File: src/rtl/fp_div_pkg.sv
// Shared encodings for the single-precision divide back end.
`default_nettype none

package fp_div_pkg;

    localparam int XLEN     = 32;
    localparam int EXP_W    = 8;
    localparam int MAN_W    = 23;
    localparam int QW       = MAN_W + 3;
    localparam int EXP_BIAS = 127;
    localparam int EXP_MAX  = 255;

    localparam logic [31:0] CANON_NAN = 32'h7FC0_0000;

    typedef enum logic [2:0] {
        CLS_NORM    = 3'd0,
        CLS_ZERO    = 3'd1,
        CLS_INF     = 3'd2,
        CLS_QNAN    = 3'd3,
        CLS_DIVZ    = 3'd4,
        CLS_INVALID = 3'd5
    } fp_class_e;

    // Bit positions inside the {NV, DZ, OF, UF, NX} flag vector.
    localparam int FLAG_NX = 0;
    localparam int FLAG_UF = 1;
    localparam int FLAG_OF = 2;
    localparam int FLAG_DZ = 3;
    localparam int FLAG_NV = 4;

endpackage

`default_nettype wire

File: src/rtl/fp_rne_incr.sv
// Round-to-nearest-even increment decision from the kept LSB, guard and sticky bits.
`default_nettype none

module fp_rne_incr
    import fp_div_pkg::*;
(
    input  logic lsb,
    input  logic guard,
    input  logic sticky,
    output logic inc
);

    // Above half rounds up; an exact half rounds up only when that makes the LSB even.
    assign inc = guard & (sticky | lsb);

endmodule

`default_nettype wire

File: src/rtl/fp_div_round_pack.sv
// Post-divide normalise / RNE round / range check / IEEE-754 pack, two-stage valid/ready pipeline.
`default_nettype none

module fp_div_round_pack
    import fp_div_pkg::*;
#(
    parameter int XLEN  = 32,
    parameter int EXP_W = 8,
    parameter int MAN_W = 23
) (
    input  logic               clk,
    input  logic               rst_n,
    input  logic               in_valid,
    output logic               in_ready,
    input  logic               in_sign,
    input  logic [EXP_W+1:0]   in_exp,
    input  logic [MAN_W+2:0]   in_quot,
    input  logic               in_rem_nz,
    input  logic [2:0]         in_class,
    output logic               out_valid,
    input  logic               out_ready,
    output logic [XLEN-1:0]    result,
    output logic [4:0]         flags
);

    // One extra bit over the 10-bit input so normalise and carry adjustments never wrap.
    localparam int XW = EXP_W + 3;
    localparam logic signed [XW-1:0] E_ONE  = XW'(1);
    localparam logic signed [XW-1:0] E_ZERO = '0;
    localparam logic signed [XW-1:0] E_MAX  = XW'(EXP_MAX);

    // ---------------- handshake ----------------
    logic s1_v;
    logic s1_load;
    logic s2_load;

    assign s2_load  = s1_v & (~out_valid | out_ready);
    assign in_ready = ~s1_v | ~out_valid | out_ready;
    assign s1_load  = in_valid & in_ready;

    // ---------------- stage 1: normalise ----------------
    logic signed [XW-1:0] exp_ext;
    logic signed [XW-1:0] n_e;
    logic [MAN_W-1:0]     n_frac;
    logic                 n_g;
    logic                 n_s;
    logic                 n_inc;

    assign exp_ext = $signed({in_exp[EXP_W+1], in_exp});

    // The leading one (bit 25 or bit 24) is implicit and never stored.
    always_comb begin
        n_e    = exp_ext;
        n_frac = in_quot[MAN_W+1:2];
        n_g    = in_quot[1];
        n_s    = in_quot[0] | in_rem_nz;
        if (!in_quot[MAN_W+2]) begin
            n_e    = exp_ext - E_ONE;
            n_frac = in_quot[MAN_W:1];
            n_g    = in_quot[0];
            n_s    = in_rem_nz;
        end
    end

    fp_rne_incr u_rne (
        .lsb    (n_frac[0]),
        .guard  (n_g),
        .sticky (n_s),
        .inc    (n_inc)
    );

    logic                 s1_sign;
    logic signed [XW-1:0] s1_e;
    logic [MAN_W-1:0]     s1_frac;
    logic                 s1_inc;
    logic                 s1_nx;
    fp_class_e            s1_class;

    always_ff @(posedge clk or negedge rst_n) begin
        if (!rst_n) begin
            s1_v     <= 1'b0;
            s1_sign  <= 1'b0;
            s1_e     <= '0;
            s1_frac  <= '0;
            s1_inc   <= 1'b0;
            s1_nx    <= 1'b0;
            s1_class <= CLS_NORM;
        end else begin
            if (s1_load) begin
                s1_v     <= 1'b1;
                s1_sign  <= in_sign;
                s1_e     <= n_e;
                s1_frac  <= n_frac;
                s1_inc   <= n_inc;
                s1_nx    <= n_g | n_s;
                s1_class <= fp_class_e'(in_class);
            end else if (s2_load) begin
                s1_v <= 1'b0;
            end
        end
    end

    // ---------------- stage 2: round, range check, pack ----------------
    logic [MAN_W:0]       frac_sum;
    logic signed [XW-1:0] e_r;
    logic [XLEN-1:0]      res_c;
    logic [4:0]           flags_c;

    always_comb begin
        // A carry out of the fraction leaves it all-zero, i.e. mantissa 1.0 one binade up.
        frac_sum = {1'b0, s1_frac} + {{MAN_W{1'b0}}, s1_inc};
        e_r      = frac_sum[MAN_W] ? (s1_e + E_ONE) : s1_e;
        res_c    = '0;
        flags_c  = '0;
        case (s1_class)
            CLS_NORM: begin
                if (e_r >= E_MAX) begin
                    res_c            = {s1_sign, {EXP_W{1'b1}}, {MAN_W{1'b0}}};
                    flags_c[FLAG_OF] = 1'b1;
                    flags_c[FLAG_NX] = 1'b1;
                end else if (e_r <= E_ZERO) begin
                    res_c            = {s1_sign, {(XLEN-1){1'b0}}};
                    flags_c[FLAG_UF] = 1'b1;
                    flags_c[FLAG_NX] = 1'b1;
                end else begin
                    res_c            = {s1_sign, e_r[EXP_W-1:0], frac_sum[MAN_W-1:0]};
                    flags_c[FLAG_NX] = s1_nx;
                end
            end
            CLS_ZERO: res_c = {s1_sign, {(XLEN-1){1'b0}}};
            CLS_INF:  res_c = {s1_sign, {EXP_W{1'b1}}, {MAN_W{1'b0}}};
            CLS_DIVZ: begin
                res_c            = {s1_sign, {EXP_W{1'b1}}, {MAN_W{1'b0}}};
                flags_c[FLAG_DZ] = 1'b1;
            end
            CLS_INVALID: begin
                res_c            = XLEN'(CANON_NAN);
                flags_c[FLAG_NV] = 1'b1;
            end
            // Quiet NaN and the unused encodings all produce the canonical NaN.
            default: res_c = XLEN'(CANON_NAN);
        endcase
    end

    always_ff @(posedge clk or negedge rst_n) begin
        if (!rst_n) begin
            out_valid <= 1'b0;
            result    <= '0;
            flags     <= '0;
        end else begin
            if (s2_load) begin
                out_valid <= 1'b1;
                result    <= res_c;
                flags     <= flags_c;
            end else if (out_ready) begin
                out_valid <= 1'b0;
            end
        end
    end

endmodule

`default_nettype wire

File: config.mk
export PLATFORM = sky130hd
export DESIGN_NAME = fp_div_round_pack
export DESIGN_NICKNAME = d
export VERILOG_FILES = /design/src/rtl/fp_div_pkg.sv /design/src/rtl/fp_rne_incr.sv /design/src/rtl/fp_div_round_pack.sv
export SDC_FILE = /design/constraint.sdc
export NUM_CORES = 1
export LEC_CHECK = 0
export ABC_AREA = 1
export BUFFER_PORTS_ARGS = -buffer_cell sky130_fd_sc_hd__buf_2
export CAP_MARGIN = 20
export CORE_UTILIZATION = 50
export CTS_BUF_LIST = sky130_fd_sc_hd__clkbuf_16
export DETAILED_ROUTE_END_ITERATION = 7
export MAX_ROUTING_LAYER = met4
export PLACE_DENSITY_LB_ADDON = 0.08
export SETUP_SLACK_MARGIN = 0.3
export SYNTH_ARGS = -nofsm -noshare
export SYNTH_HDL_FRONTEND = slang
export SYNTH_SLANG_ARGS = --single-unit
File: constraint.sdc
create_clock -name clk -period 2.8 [get_ports clk]
set_input_delay 0.42 -clock clk [delete_from_list [all_inputs] [get_ports clk]]
set_output_delay 0.42 -clock clk [all_outputs]
set_load 0.01 [all_outputs]
# After elaboration in Yosys (flattened, before gate mapping)
# Cells that the tools add are included.
# W data, S select, Z words.
[classes]
n_reduce_logical = 4
addsub = 3
bitwise_logic = 11
n_eq_ne = 4
n_lt_le_gt_ge = 2
muxes = 20
[ops]
columns = ["op", "count"]
rows = [
  ["$pmux W32 S3", 1],
  ["$mux W31", 2],
  ["$add A23 B1 Y24", 1],
  ["$mux W23", 1],
  ["$mux W11", 2],
  ["$mux W1", 13],
  ["$add A11 B2 Y11 const B", 1],
  ["$ge A11 B9 Y1 const B", 1],
  ["$le A11 B1 Y1 const B", 1],
  ["$sub A10 B2 Y11 const B", 1],
  ["$eq A3 B3 Y1 const B", 2],
  ["$or A1 B1 Y1", 6],
  ["$reduce_bool A2 Y1", 2],
  ["$and A1 B1 Y1", 3],
  ["$eq A3 B1 Y1 const B", 1],
  ["$eq A3 B2 Y1 const B", 1],
  ["$logic_not A3 Y1", 1],
  ["$mux W3", 1],
  ["$not A1 Y1", 2],
  ["$reduce_or A2 Y1", 1],
]
[totals]
elab_cells = 54
reg_bits = 79
out_inout_bits = 39
in_bits = 45

# Depth between registers and ports, before layout
# Gate-level depths: netlist (run 1).
[logic_depth]
ltp_word = 6
ltp_mapped = 18
ltp_nobuf = 17

# Modules after synthesis
# Synthesis (run 1) repeated with hierarchy kept, for this count alone.
[unflattened]
hier_cells = 626
hier_area_um2 = 4556.9
[modules_own_cells]
columns = ["module", "cells_each", "seq_area_each_um2", "area_each_um2", "instances"]
rows = [
  ["fp_div_round_pack", 623, 1976.9, 4545.6, 1],
  ["fp_rne_incr", 3, 0.0, 11.3, 1],
]

# Worst setup path before layout (run 1)
# No wires, ideal clock.
[synth_timing]
path_type = "reg-to-reg"
from = "reg s1_frac[0]"
to = "reg result[16]"
path_stages_with_launch = 18
n_path_buf = 2
required_ns = 2.677
arrival_time_ns = 1.977
setup_ns = 0.123
slack_ns = 0.700
synth_period_minus_slack_ns = 2.100
path_cell_list = "dfrtp_1 > ha_1 > nand2_1 > nor2_1 > nand2_2 > inv_2 > nand2_4 > buf_6 > nand2_2 > nand2_1 > nand2_1 > nor2_1 > nand3_4 > nand2_4 > nor2_4 > nand2_2 > buf_6 > o21ai_2"
[synth_between]
elab_chain_len = 6
word_cells_on_any_way = 7
classes_between = "1 x add/sub; 2 x order compare; 4 x mux"
[synth_lines]
columns = ["element", "line", "source"]
rows = [
  ["start, declared", "fp_div_round_pack.sv:74", "logic [MAN_W-1:0] s1_frac;"],
  ["start signal, assigned", "fp_div_round_pack.sv:93", "s1_frac <= n_frac;"],
  ["$add A23 B1 Y24 (*)", "fp_div_round_pack.sv:111", "frac_sum = {1'b0, s1_frac} + {{MAN_W{1'b0}}, s1_inc};"],
  ["$mux W11", "fp_div_round_pack.sv:112", "e_r = frac_sum[MAN_W] ? (s1_e + E_ONE) : s1_e;"],
  ["$le A11 B1 Y1", "fp_div_round_pack.sv:121", "end else if (e_r <= E_ZERO) begin"],
  ["$mux W31", "fp_div_round_pack.sv:121", ""],
  ["$mux W31 (*)", "fp_div_round_pack.sv:117", "if (e_r >= E_MAX) begin"],
  ["$pmux W32 S3 (*)", "fp_div_round_pack.sv:115", "case (s1_class)"],
  ["end signal, assigned", "fp_div_round_pack.sv:153", "result <= res_c;"],
  ["end, declared", "fp_div_round_pack.sv:22", "output logic [XLEN-1:0] result,"],
]
# Every way passes the cells marked *; elsewhere a longest branch is shown, timed or not.
# A chain may end at the register's enable or synchronous reset.

# Worst setup path after layout (run 1)
[layout_timing]
from = "reg s1_inc"
to = "reg result[3]"
[layout_between]
elab_chain_len = 6
word_cells_on_any_way = 7
classes_between = "1 x add/sub; 2 x order compare; 4 x mux"
[layout_lines]
columns = ["element", "line", "source"]
rows = [
  ["start, declared", "fp_div_round_pack.sv:75", "logic s1_inc;"],
  ["start signal, assigned", "fp_div_round_pack.sv:94", "s1_inc <= n_inc;"],
  ["$add A23 B1 Y24 (*)", "fp_div_round_pack.sv:111", ""],
  ["$mux W11", "fp_div_round_pack.sv:112", ""],
  ["$le A11 B1 Y1", "fp_div_round_pack.sv:121", ""],
  ["$mux W31", "fp_div_round_pack.sv:121", ""],
  ["$mux W31 (*)", "fp_div_round_pack.sv:117", ""],
  ["$pmux W32 S3 (*)", "fp_div_round_pack.sv:115", ""],
]
# Marks and branches as above.

==> results.sh, run 1 <==
export IMPL_rsz0062_at_grt="false"
export IMPL_r2r_setup_slack_ns=0.48
export IMPL_firstDrtPassIters=7
export IMPL_grt_max_degree=80
export IMPL_cp_end_kind="flop"
export IMPL_synth_cell_type_count=38
export IMPL_synth_xor_area_frac=0.0421
export IMPL_mostFrequentLayoutCell="nand2_1"
export IMPL_drv_slew=0
export IMPL_dieArea_um2=9550
export IMPL_muxShareOfSynthArea=0.00219
export IMPL_cp_required_ns=3.01
export IMPL_synth_cell_area_um2=4580
export IMPL_ant_nets=0
export IMPL_rr_worst_depth=16
export IMPL_nNetsFinal=741
export IMPL_power_density_nw_per_um2=586
export IMPL_p_leak_nw=2.76
export IMPL_cts_sinks=79
export IMPL_layout_common_cells="nand2_1, buf_2, dfrtp_1, nor2_1, inv_1"
export IMPL_final_period_utilization=0.828
export IMPL_start_kind="flop"
export IMPL_grt_pass1_wl_mm=17.9
export IMPL_worst_pin_slew_ns=0.959
export IMPL_layout_min_cycle_time_ns=2.32
export IMPL_synth_seq_cells=79
export IMPL_drc_errors=16
export IMPL_finClkSkew_ns=0.00572
export IMPL_power_mw=3.20
export IMPL_yosysWarningCount=0
export IMPL_drtIter0Drc=261
export IMPL_io_buffer_count=83
export IMPL_postPlaceCellArea_um2=5130
export IMPL_syn_avg_cell_area_um2=7.52
export IMPL_netlist_instances=609
export IMPL_syn_nets=658
export IMPL_wire_per_inst_um=12.8
export IMPL_max_freq_mhz=432
export IMPL_fin_ws_ns=0.483
export IMPL_tritoncts="done"
export IMPL_finalSetupTns_ns=0
export IMPL_numCtsBuffers=9
export IMPL_hp_class="input pin to asynchronous set/reset pin"
export IMPL_synth_compound_area_frac=0.130
export IMPL_core_area_um2=8810
export IMPL_timing_slew_headroom=0.361
export IMPL_critical_path_startpoint="s1_inc"
export IMPL_die_h_um=97.7
export IMPL_worst_ep_arrival_time_ns=2.53
export IMPL_outcome="finished, violations left"
export IMPL_n_antenna_cell=0
export IMPL_ir_drop_mv=0.298
export IMPL_drive_above_1_share=0.227
export IMPL_synth_simple_gate_area_frac=0.314
export IMPL_crit_path_end="result[3]"
export IMPL_ys_seq_area_frac=0.432
export IMPL_clockRootBuffer="clkbuf_16"
export IMPL_setup_viol=0
export IMPL_finalWirelength_mm=10.3
export IMPL_antenna_found_initial=0
export IMPL_via_per_inst=5.07
export IMPL_clk_pin_slew_ns=0.06
export IMPL_cap_violations=0
export IMPL_die_w_um=97.7
export IMPL_hold_violations=0
export IMPL_timing_hold_ws_ns=0.254
export IMPL_critPathKind="flop to flop"
export IMPL_synth_adder_area_share=0.0109
export IMPL_ios=84
export IMPL_gp_congestion=0.917
export IMPL_rows=34
export IMPL_syn2layout_area_growth_pct=19.4
export IMPL_grt_pass1_vias=3724
export IMPL_clock_latency_ns=0.33
export IMPL_start_util=0.520
export IMPL_violations="DRC"
export IMPL_h_tree_depth=3
export IMPL_synth_top_family_by_area="simple AND/OR/NAND/NOR gates"
export IMPL_grtUsageTotal=0.241
export IMPL_r2r_end="result[3]"
export IMPL_dp_hpwl_mm=7.85
export IMPL_r2r_start="s1_inc"
export IMPL_pre_cts_slack_ns=0.263
export IMPL_gr_total_overflow=0
export IMPL_cp_max_fo=13
export IMPL_clockBufferDepth=2
export IMPL_design_area_um2=5470
export IMPL_vias=4081
state kept, by name, summed over array words and instances (netlist names):
register / cells
s1_v: 1
s1_nx: 1
out_valid: 1
s1_inc: 1
result: 32
s1_sign: 1
s1_class: 3
s1_e: 11
s1_frac: 23
flags: 5
cell usage after synthesis (all sizes together):
library cell	number	share of area
o21ai	48	0.069
xnor2	7	0.013
a31oi	22	0.030
nor2	76	0.073
o21bai	1	0.0016
a41oi	1	0.0019
ha	4	0.011
o211ai	3	0.0049
clkinv	4	0.0033
nand3b	2	0.0033
nand4	6	0.0082
o41ai	1	0.0019
mux2i	1	0.0022
dfrtp	79	0.43
clkbuf	12	0.0098
nand2	207	0.18
xor2	15	0.029
nor3	5	0.0066
a21oi	14	0.015
o221ai	1	0.0019
o22ai	1	0.0014
nand3	34	0.040
a221o	1	0.0022
nor4	3	0.0041
inv	52	0.043
buf	9	0.013
routing by layer:
metal	routed length, µm	global-route usage	up-vias
met5	0	-	-
met4	127	0.0734	0
met3	480	0.0324	11
met2	4110	0.319	102
met1	5550	0.377	1835
li1	-	-	2133
cells by family after synthesis:
family	Yosys count
flops	79
compound gates	93
xor+xnor	22
fa+ha+maj	4
mux	1
simple gates	333
buf+inv	77
what timing repair did:
action	CTS	global route
setup endpoints to repair	11	16
pin swaps	0	2
hold buffers	0	0
gates resized for setup	1	11
setup buffers	0	1
hold endpoints to repair	0	0
stage by stage:
stage	std cells	utilization
2_1_floorplan	609	-
3_3_place_gp	788	0.582
3_5_place_dp	788	0.582
4_1_cts	804	0.615
5_1_grt	805	0.621
6_report	805	0.621
worst min-delay path by stage:
stage                     slack, ns          end         from
final                          0.25   result[27]        rst_n
after global routing           0.31  s1_class[1]  in_class[1]
after CTS                      0.29   result[27]        rst_n
after detailed placement       0.47    out_valid         s1_v
after global placement         0.46     flags[4]     flags[4]
after floorplan                0.12     flags[0]        rst_n
power breakdown:
group	internal (mW)	switching (mW)	total, mW
Clock	0.609	0.479	1.09
Combinational	0.264	0.446	0.709
Sequential	1.28	0.129	1.41
Total	2.15	1.05	3.20
worst max-delay path: stages (launching register included):
cell	delay (ns)
dfrtp_1	0.39
ha_1	0.21
nand2_1	0.07
nor2_1	0.05
nand2_2	0.17
clkinv_4	0.14
nand2_8	0.13
nand2_2	0.05
nand2_1	0.11
nand2_1	0.08
nor2_2	0.15
nand3_4	0.14
nand2_4	0.11
nor2_4	0.06
nand2_8	0.11
buf_12	0.16
o21ai_2	0.06
cell type report:
type | count | area [µm²]
Fill cell | 811 | 3340
Multi-Input combinational cell | 453 | 2340
Tap cell | 108 | 135
Clock inverter | 7 | 55.1
Timing Repair Buffer | 93 | 518
Inverter | 56 | 215
Sequential cell | 79 | 1980
Clock buffer | 9 | 225
No activity file was read; power rests on OpenSTA's default activity.
==> run 2: changes to the inputs <==
- ABC_AREA: 1 -> 0
- clock period: 2.8 -> 2.2 ns (I/O delays scaled with it)
==> run 2 against run 1 <==
Net effect:
- the flow finishes with violations (setup timing)
- flip-flop and latch count unchanged
- fmax down 12%
- setup slack worse by 0.90 ns
- routed wire length up 13%
- final area up 12%
- sequential power up 23%
- hold slack worse by 0.041 ns
- synthesized cell count down 22%
- final cell count down 7.7%
- critical endpoint is now result[20]
- largest power group unchanged
==> results.sh, run 2 <==
export IMPL_synth_seq_cells=79
export IMPL_clockRootBuffer="clkbuf_16"
export IMPL_fillCellCount=642
export IMPL_p_int_mw=3.23
export IMPL_finClkSkew_ns=0.0109
export IMPL_gr_total_overflow=0
export IMPL_cp_required_ns=2.45
export IMPL_n_antenna_cell=0
export IMPL_drtIter0Drc=99
export IMPL_tritoncts="done"
export IMPL_power_frac_seq=0.384
export IMPL_placed_cells=719
export IMPL_r2r_end="result[20]"
export IMPL_drv_slew=0
export IMPL_clockPowerShare=0.375
export IMPL_rows=33
export IMPL_via_per_inst=5.47
export IMPL_numCtsBuffers=9
export IMPL_power_mw=4.53
export IMPL_violations="setup timing"
export IMPL_outcome="finished, violations left"
export IMPL_hold_depth=2
export IMPL_ys_flop_type="dfrtp_1"
export IMPL_io_buffer_count=83
export IMPL_nNetsFinal=683
export IMPL_core_area_um2=8380
export IMPL_ant_nets=0
export IMPL_reg_largest_list="result: 32 flops, s1_frac: 23 flops, s1_e: 11 flops"
export IMPL_timing_slew_headroom=0.499
export IMPL_gp_congestion=0.889
export IMPL_crit_chain="nand4_4 -> or4_4 -> nor4_4 -> xor2_1 -> nand2b_4 -> or4b_4 -> buf_12 -> o21ai_2"
export IMPL_syn_nets=526
export IMPL_critPathKind="flop to flop"
export IMPL_dp_hpwl_mm=8.40
export IMPL_layout_common_cells="nand2_1, buf_2, dfrtp_1, buf_4, o21ai_0"
export IMPL_multi_input_area_um2=2490
export IMPL_cpMaxStageDelayCell="or4b_4"
export IMPL_largest_reg_flops=32
export IMPL_cp_end_kind="flop"
export IMPL_setup_viol=34
export IMPL_vias=4065
export IMPL_whs_endpoint="s1_v"
export IMPL_synth_edf_count=0
export IMPL_cts_sinks=79
export IMPL_dieArea_um2=9220
export IMPL_p_leak_nw=2.84
export IMPL_cp_max_fo=8
export IMPL_r2r_start="s1_frac[12]"
export IMPL_r2r_setup_slack_ns=-0.42
export IMPL_pwr_share_comb=0.241
export IMPL_synth_cell_type_count=52
export IMPL_fin_cells=743
export IMPL_rr_worst_depth=8
export IMPL_cap_violations=0
export IMPL_syn_avg_cell_area_um2=9.27
export IMPL_drive_above_1_share=0.386
export IMPL_min_from="in_valid"
export IMPL_firstDrtPassIters=4
export IMPL_finalWirelength_mm=11.6
export IMPL_grt_max_degree=72
export IMPL_ys_seq_area_frac=0.447
export IMPL_grt_pass1_vias=3950
export IMPL_synth_async_reset_ratio=1.00
export IMPL_netlist_instances=477
export IMPL_worst_ep_arrival_time_ns=2.87
export IMPL_yosys_top_cells_area="dfrtp_1, nand2_1, mux2i_1"
export IMPL_crit_buf_inv=1
export IMPL_max_freq_mhz=382
export IMPL_synth_cell_area_um2=4420
export IMPL_fin_ws_ns=-0.420
export IMPL_top_register="result"
export IMPL_start_kind="flop"
export IMPL_crit_family="simple AND/OR/NAND/NOR gates"
export IMPL_antenna_found_initial=0
export IMPL_rsz0062_at_grt="true"
export IMPL_clk_pin_slew_ns=0.06
export IMPL_grt_pass1_wl_mm=18.5
export IMPL_die_w_um=96.0
export IMPL_timing_hold_ws_ns=0.214
export IMPL_hold_violations=0
export IMPL_layout_min_cycle_time_ns=2.62
export IMPL_swShare=0.286
export IMPL_ios=84
export IMPL_clock_latency_ns=0.33
export IMPL_synth_commonest_cells="nand2_1, dfrtp_1, o21ai_0"
export IMPL_syn2layout_area_growth_pct=38.6
export IMPL_die_h_um=96.0
export IMPL_regArea_um2=1980
export IMPL_worst_pin_slew_ns=0.745
export IMPL_ir_drop_mv=0.417
export IMPL_final_period_utilization=1.19
export IMPL_yosysTopAreaCellShare=0.447
export IMPL_mostFrequentLayoutCell="nand2_1"
export IMPL_drc_errors=0
export IMPL_h_tree_depth=3
export IMPL_yosysWarningCount=0
export IMPL_clockBufferDepth=2
export IMPL_cp_slowest_stage_delay_ns=0.63
export IMPL_hp_class="input pin to flop"
export IMPL_yosys_area_top_type="dfrtp_1"
export IMPL_start_util=0.527
export IMPL_power_switching_mw=1.30
export IMPL_wire_per_inst_um=15.6
export IMPL_grtUsageTotal=0.273
export IMPL_power_density_nw_per_um2=739
export IMPL_yosysMostFrequentCell="nand2_1"
## run 2: changes by cell type in the layout (fill, tap and decap cells not counted), sizes merged, moves of 6 or more
cell / before / now
a31oi: 22 / 1
and3: 0 / 9
buf: 93 / 169
clkinv: 7 / 0
inv: 54 / 9
mux2i: 1 / 25
nand2: 207 / 85
nand3: 34 / 12
nor2: 76 / 25
nor3: 5 / 11
o21ai: 48 / 65
xnor2: 7 / 20
## run 2: how the worst max path moves through the flow
| stage | from | end | slack [ns] | cells past startpoint |
|---|---|---|---|---|
| 2_1_floorplan | s1_frac[0] | result[11] | -0.39 | 10 |
| 3_3_place_gp | s1_frac[0] | result[3] | -0.43 | 10 |
| 3_5_place_dp | s1_frac[0] | result[20] | -0.49 | 10 |
| 4_1_cts | s1_frac[0] | result[20] | -0.40 | 9 |
| 5_1_grt | s1_inc | result[16] | -0.54 | 10 |
| 6_report | s1_frac[12] | result[20] | -0.42 | 8 |
## run 2: routing by layer
metal	vias to the layer above	global-route usage	part of all wire
met3	20	0.0608	0.047
met1	1936	0.339	0.46
met2	105	0.441	0.48
met4	0	0.0908	0.015
met5	-	-	0
li1	2004	-	-
## run 2: final cells by class
cell class	count	share of cell area
clock buffers	9	0.0368
clock inverters	6	0.0180
inverters	7	0.00429
multi-input cells	366	0.407
flip-flops and latches	79	0.323
well taps	105	0.0214
repair buffers	171	0.190
## run 2: cells by family (layout without fill, tap and decap cells)
group	Yosys count	after routing	synth area share
AOI/OAI and AO/OA	102	102	0.149
xor gates and xnor gates	38	38	0.0753
adders and majority gates	4	4	0.0113
buffers and inverters	32	193	0.0306
DFF	79	79	0.447
muxes	29	29	0.0668
and+or+nand+nor	193	193	0.220
## run 2: repair_timing
action                                  CTS  global route
hold buffers                              1             0
endpoints found under the setup margin   34            34
gates resized for setup                  14            32
pin swaps                                 1            33
setup buffers                             5             2
hold endpoints to repair                 35             0
cloned                                    0             1
## run 2: metrics by stage
stage / setup TNS, ns / instance area (µm²) / setup WS, ns / util
after floorplan: -8.94 / 4450 / -0.394 / -
after global placement: -11.45 / 5510 / -0.425 / 0.658
after detailed placement: -13.80 / 5510 / -0.492 / 0.658
after CTS: -10.68 / 5950 / -0.402 / 0.710
after global routing: -16.17 / 6130 / -0.542 / 0.731
final: -11.74 / 6130 / -0.420 / 0.731
## run 2: worst register-to-register path: cells and delay by family (launching register included)
family | cells | cell delay, ns
simple gates | 5 | 1.71
compound gates | 1 | 0.11
xor+xnor | 1 | 0.12
flops | 1 | 0.40
buf+inv | 1 | 0.19
## run 2: power by group through the flow
stage          sequential, mW  clock, mW  combinational, mW
2_1_floorplan            1.81          0              0.462
3_3_place_gp             1.75          0              0.992
3_5_place_dp             1.76          0               1.01
4_1_cts                  1.73       1.72               1.03
5_1_grt                  1.76       1.79               1.21
6_report                 1.74       1.70               1.09
==> run 3: changes to the inputs <==
- REMOVE_ABC_BUFFERS: default -> 1
==> run 3 against run 2 <==
Net effect:
- the flow still finishes with violations (setup timing)
- final cell count increased by 0.94%
- routed wire length grew 1.1%
- clock-buffer cell count did not move
- utilization grew 0.57 points
- die area is the same
- setup slack got worse by 0.014 ns
- first-iteration DRC count increased by 94%
- critical path depth increased by 2
- hold slack better by 0.0063 ns
- critical path type unchanged
- via count increased by 0.79%
- global-route usage rose by 0.43 points
- flip-flop and latch count stayed put
==> results.sh, run 3 (synthesized netlist as in run 2, its figures left out) <==
export IMPL_crit_buf_inv=2
export IMPL_drive_above_1_share=0.395
export IMPL_crit_chain="ha_2 -> nand4_1 -> or3_4 -> buf_6 -> nor2_4 -> o21a_1 -> a211oi_2 -> or4b_4 -> buf_12 -> o21ai_0"
export IMPL_rr_worst_depth=10
export IMPL_gr_total_overflow=0
export IMPL_timing_slew_headroom=0.535
export IMPL_dp_hpwl_mm=8.30
export IMPL_gp_congestion=0.860
export IMPL_top_register="result"
export IMPL_ios=84
export IMPL_ir_drop_mv=0.499
export IMPL_wire_per_inst_um=15.6
export IMPL_rsz0062_at_grt="true"
export IMPL_max_freq_mhz=380
export IMPL_power_density_nw_per_um2=720
export IMPL_crit_family="simple AND/OR/NAND/NOR gates"
export IMPL_cp_slowest_stage_delay_ns=0.59
export IMPL_fin_cells=750
export IMPL_finalSetupTns_ns=-11.75
export IMPL_layout_min_cycle_time_ns=2.63
export IMPL_cp_depth=10
export IMPL_hp_class="input pin to flop"
export IMPL_pre_cts_slack_ns=-0.482
export IMPL_finalWirelength_mm=11.7
export IMPL_critPathKind="flop to flop"
export IMPL_outcome="finished, violations left"
export IMPL_via_per_inst=5.46
export IMPL_clockBufferDepth=2
export IMPL_worst_ep_arrival_time_ns=2.89
export IMPL_drv_slew=0
export IMPL_syn2layout_area_growth_pct=39.7
export IMPL_firstDrtPassIters=5
export IMPL_cp_end_kind="flop"
export IMPL_finClkSkew_ns=0.0111
export IMPL_placed_cells=719
export IMPL_numCtsBuffers=9
export IMPL_cp_required_ns=2.46
export IMPL_rows=33
export IMPL_n_antenna_cell=0
export IMPL_violations="setup timing"
export IMPL_swShare=0.296
export IMPL_nNetsFinal=689
export IMPL_die_w_um=96.0
export IMPL_die_h_um=96.0
export IMPL_core_area_um2=8380
export IMPL_final_period_utilization=1.20
export IMPL_p_leak_nw=2.89
export IMPL_io_buffer_count=83
export IMPL_worst_pin_slew_ns=0.692
export IMPL_drc_errors=0
export IMPL_fin_util=0.737
export IMPL_clock_latency_ns=0.33
export IMPL_grt_pass1_vias=3885
export IMPL_drtIter0Drc=192
export IMPL_reg_largest_list="result: 32 flops, s1_frac: 23 flops, s1_e: 11 flops"
export IMPL_antenna_found_initial=0
export IMPL_hold_violations=0
export IMPL_grtUsageTotal=0.278
export IMPL_tritoncts="done"
export IMPL_p_int_mw=3.13
export IMPL_mostFrequentLayoutCell="nand2_1"
export IMPL_start_util=0.527
export IMPL_clk_pin_slew_ns=0.06
export IMPL_dieArea_um2=9220
export IMPL_cp_max_fo=11
export IMPL_start_kind="flop"
export IMPL_fin_ws_ns=-0.434
export IMPL_cpMaxStageDelayCell="or4b_4"
export IMPL_pwr_share_comb=0.253
export IMPL_layout_common_cells="nand2_1, buf_2, buf_4, dfrtp_1, o21ai_0"
export IMPL_power_frac_seq=0.391
export IMPL_hold_depth=2
export IMPL_power_switching_mw=1.31
export IMPL_grt_pass1_wl_mm=18.8
export IMPL_clockRootBuffer="clkbuf_16"
export IMPL_largest_reg_flops=32
export IMPL_power_mw=4.44
export IMPL_h_tree_depth=3
export IMPL_grt_max_degree=51
export IMPL_ant_nets=0
export IMPL_setup_viol=34
export IMPL_cap_violations=0
export IMPL_vias=4097
export IMPL_cts_sinks=79
export IMPL_clockPowerShare=0.356
## run 3: cell type report
type                       instances  area, µm²
fill                             650       2210
clock buffer                       9        225
timing repair buffer             177       1200
multi-input combinational        366       2520
sequential                        79       1980
clock inverter                     7       88.8
inverter                           7       26.3
tap                              105        131
## run 3: timing repair
| item | 4_1_cts | 5_1_grt |
|---|---|---|
| endpoints found under the hold margin | 34 | 0 |
| setup buffers | 9 | 4 |
| cloned | 1 | 0 |
| gates resized for setup | 29 | 24 |
| pin swaps | 12 | 11 |
| setup endpoints to repair | 34 | 34 |
| hold buffers | 1 | 0 |
## run 3: power by group through the flow
stage / clock network [mW] / registers (mW) / logic, mW
6_report: 1.58 / 1.74 / 1.12
2_1_floorplan: 0 / 1.84 / 0.406
3_3_place_gp: 0 / 1.75 / 0.986
4_1_cts: 1.60 / 1.73 / 1.06
5_1_grt: 1.66 / 1.76 / 1.24
3_5_place_dp: 0 / 1.76 / 1.00
## run 3: worst paths after layout
check                              start          end  slack (ns)
worst max register to register    s1_inc    result[2]       -0.43
max in group asynchronous          rst_n  s1_frac[21]        1.11
worst max-delay path              s1_inc    result[2]       -0.43
worst min-delay path            in_valid         s1_v        0.22
worst min register to register  flags[4]     flags[4]        0.46
min in group asynchronous          rst_n    result[3]        0.49
## run 3: per-stage QoR
step / hold slack (ns) / instance area, µm²
floorplan: 0.0344 / 4310
global placement: 0.310 / 5480
detailed placement: 0.319 / 5480
CTS: 0.215 / 6040
global route: 0.218 / 6170
finish: 0.220 / 6170
## run 3: worst register-to-register path, delay by kind of cell (launching register included)
kind	cells	cell delay, ns
DFF	1	0.36
and+or+nand+nor	4	1.28
adders and majority gates	1	0.19
AOI/OAI and AO/OA	3	0.39
buffers and inverters	2	0.35
## run 3: per-layer routing
layer,GRT usage,vias up,part of all wire
li1,-,2026,-
met1,0.351,1961,0.46
met2,0.462,100,0.49
met3,0.0482,10,0.040
met4,0.0697,0,0.010
met5,-,-,0
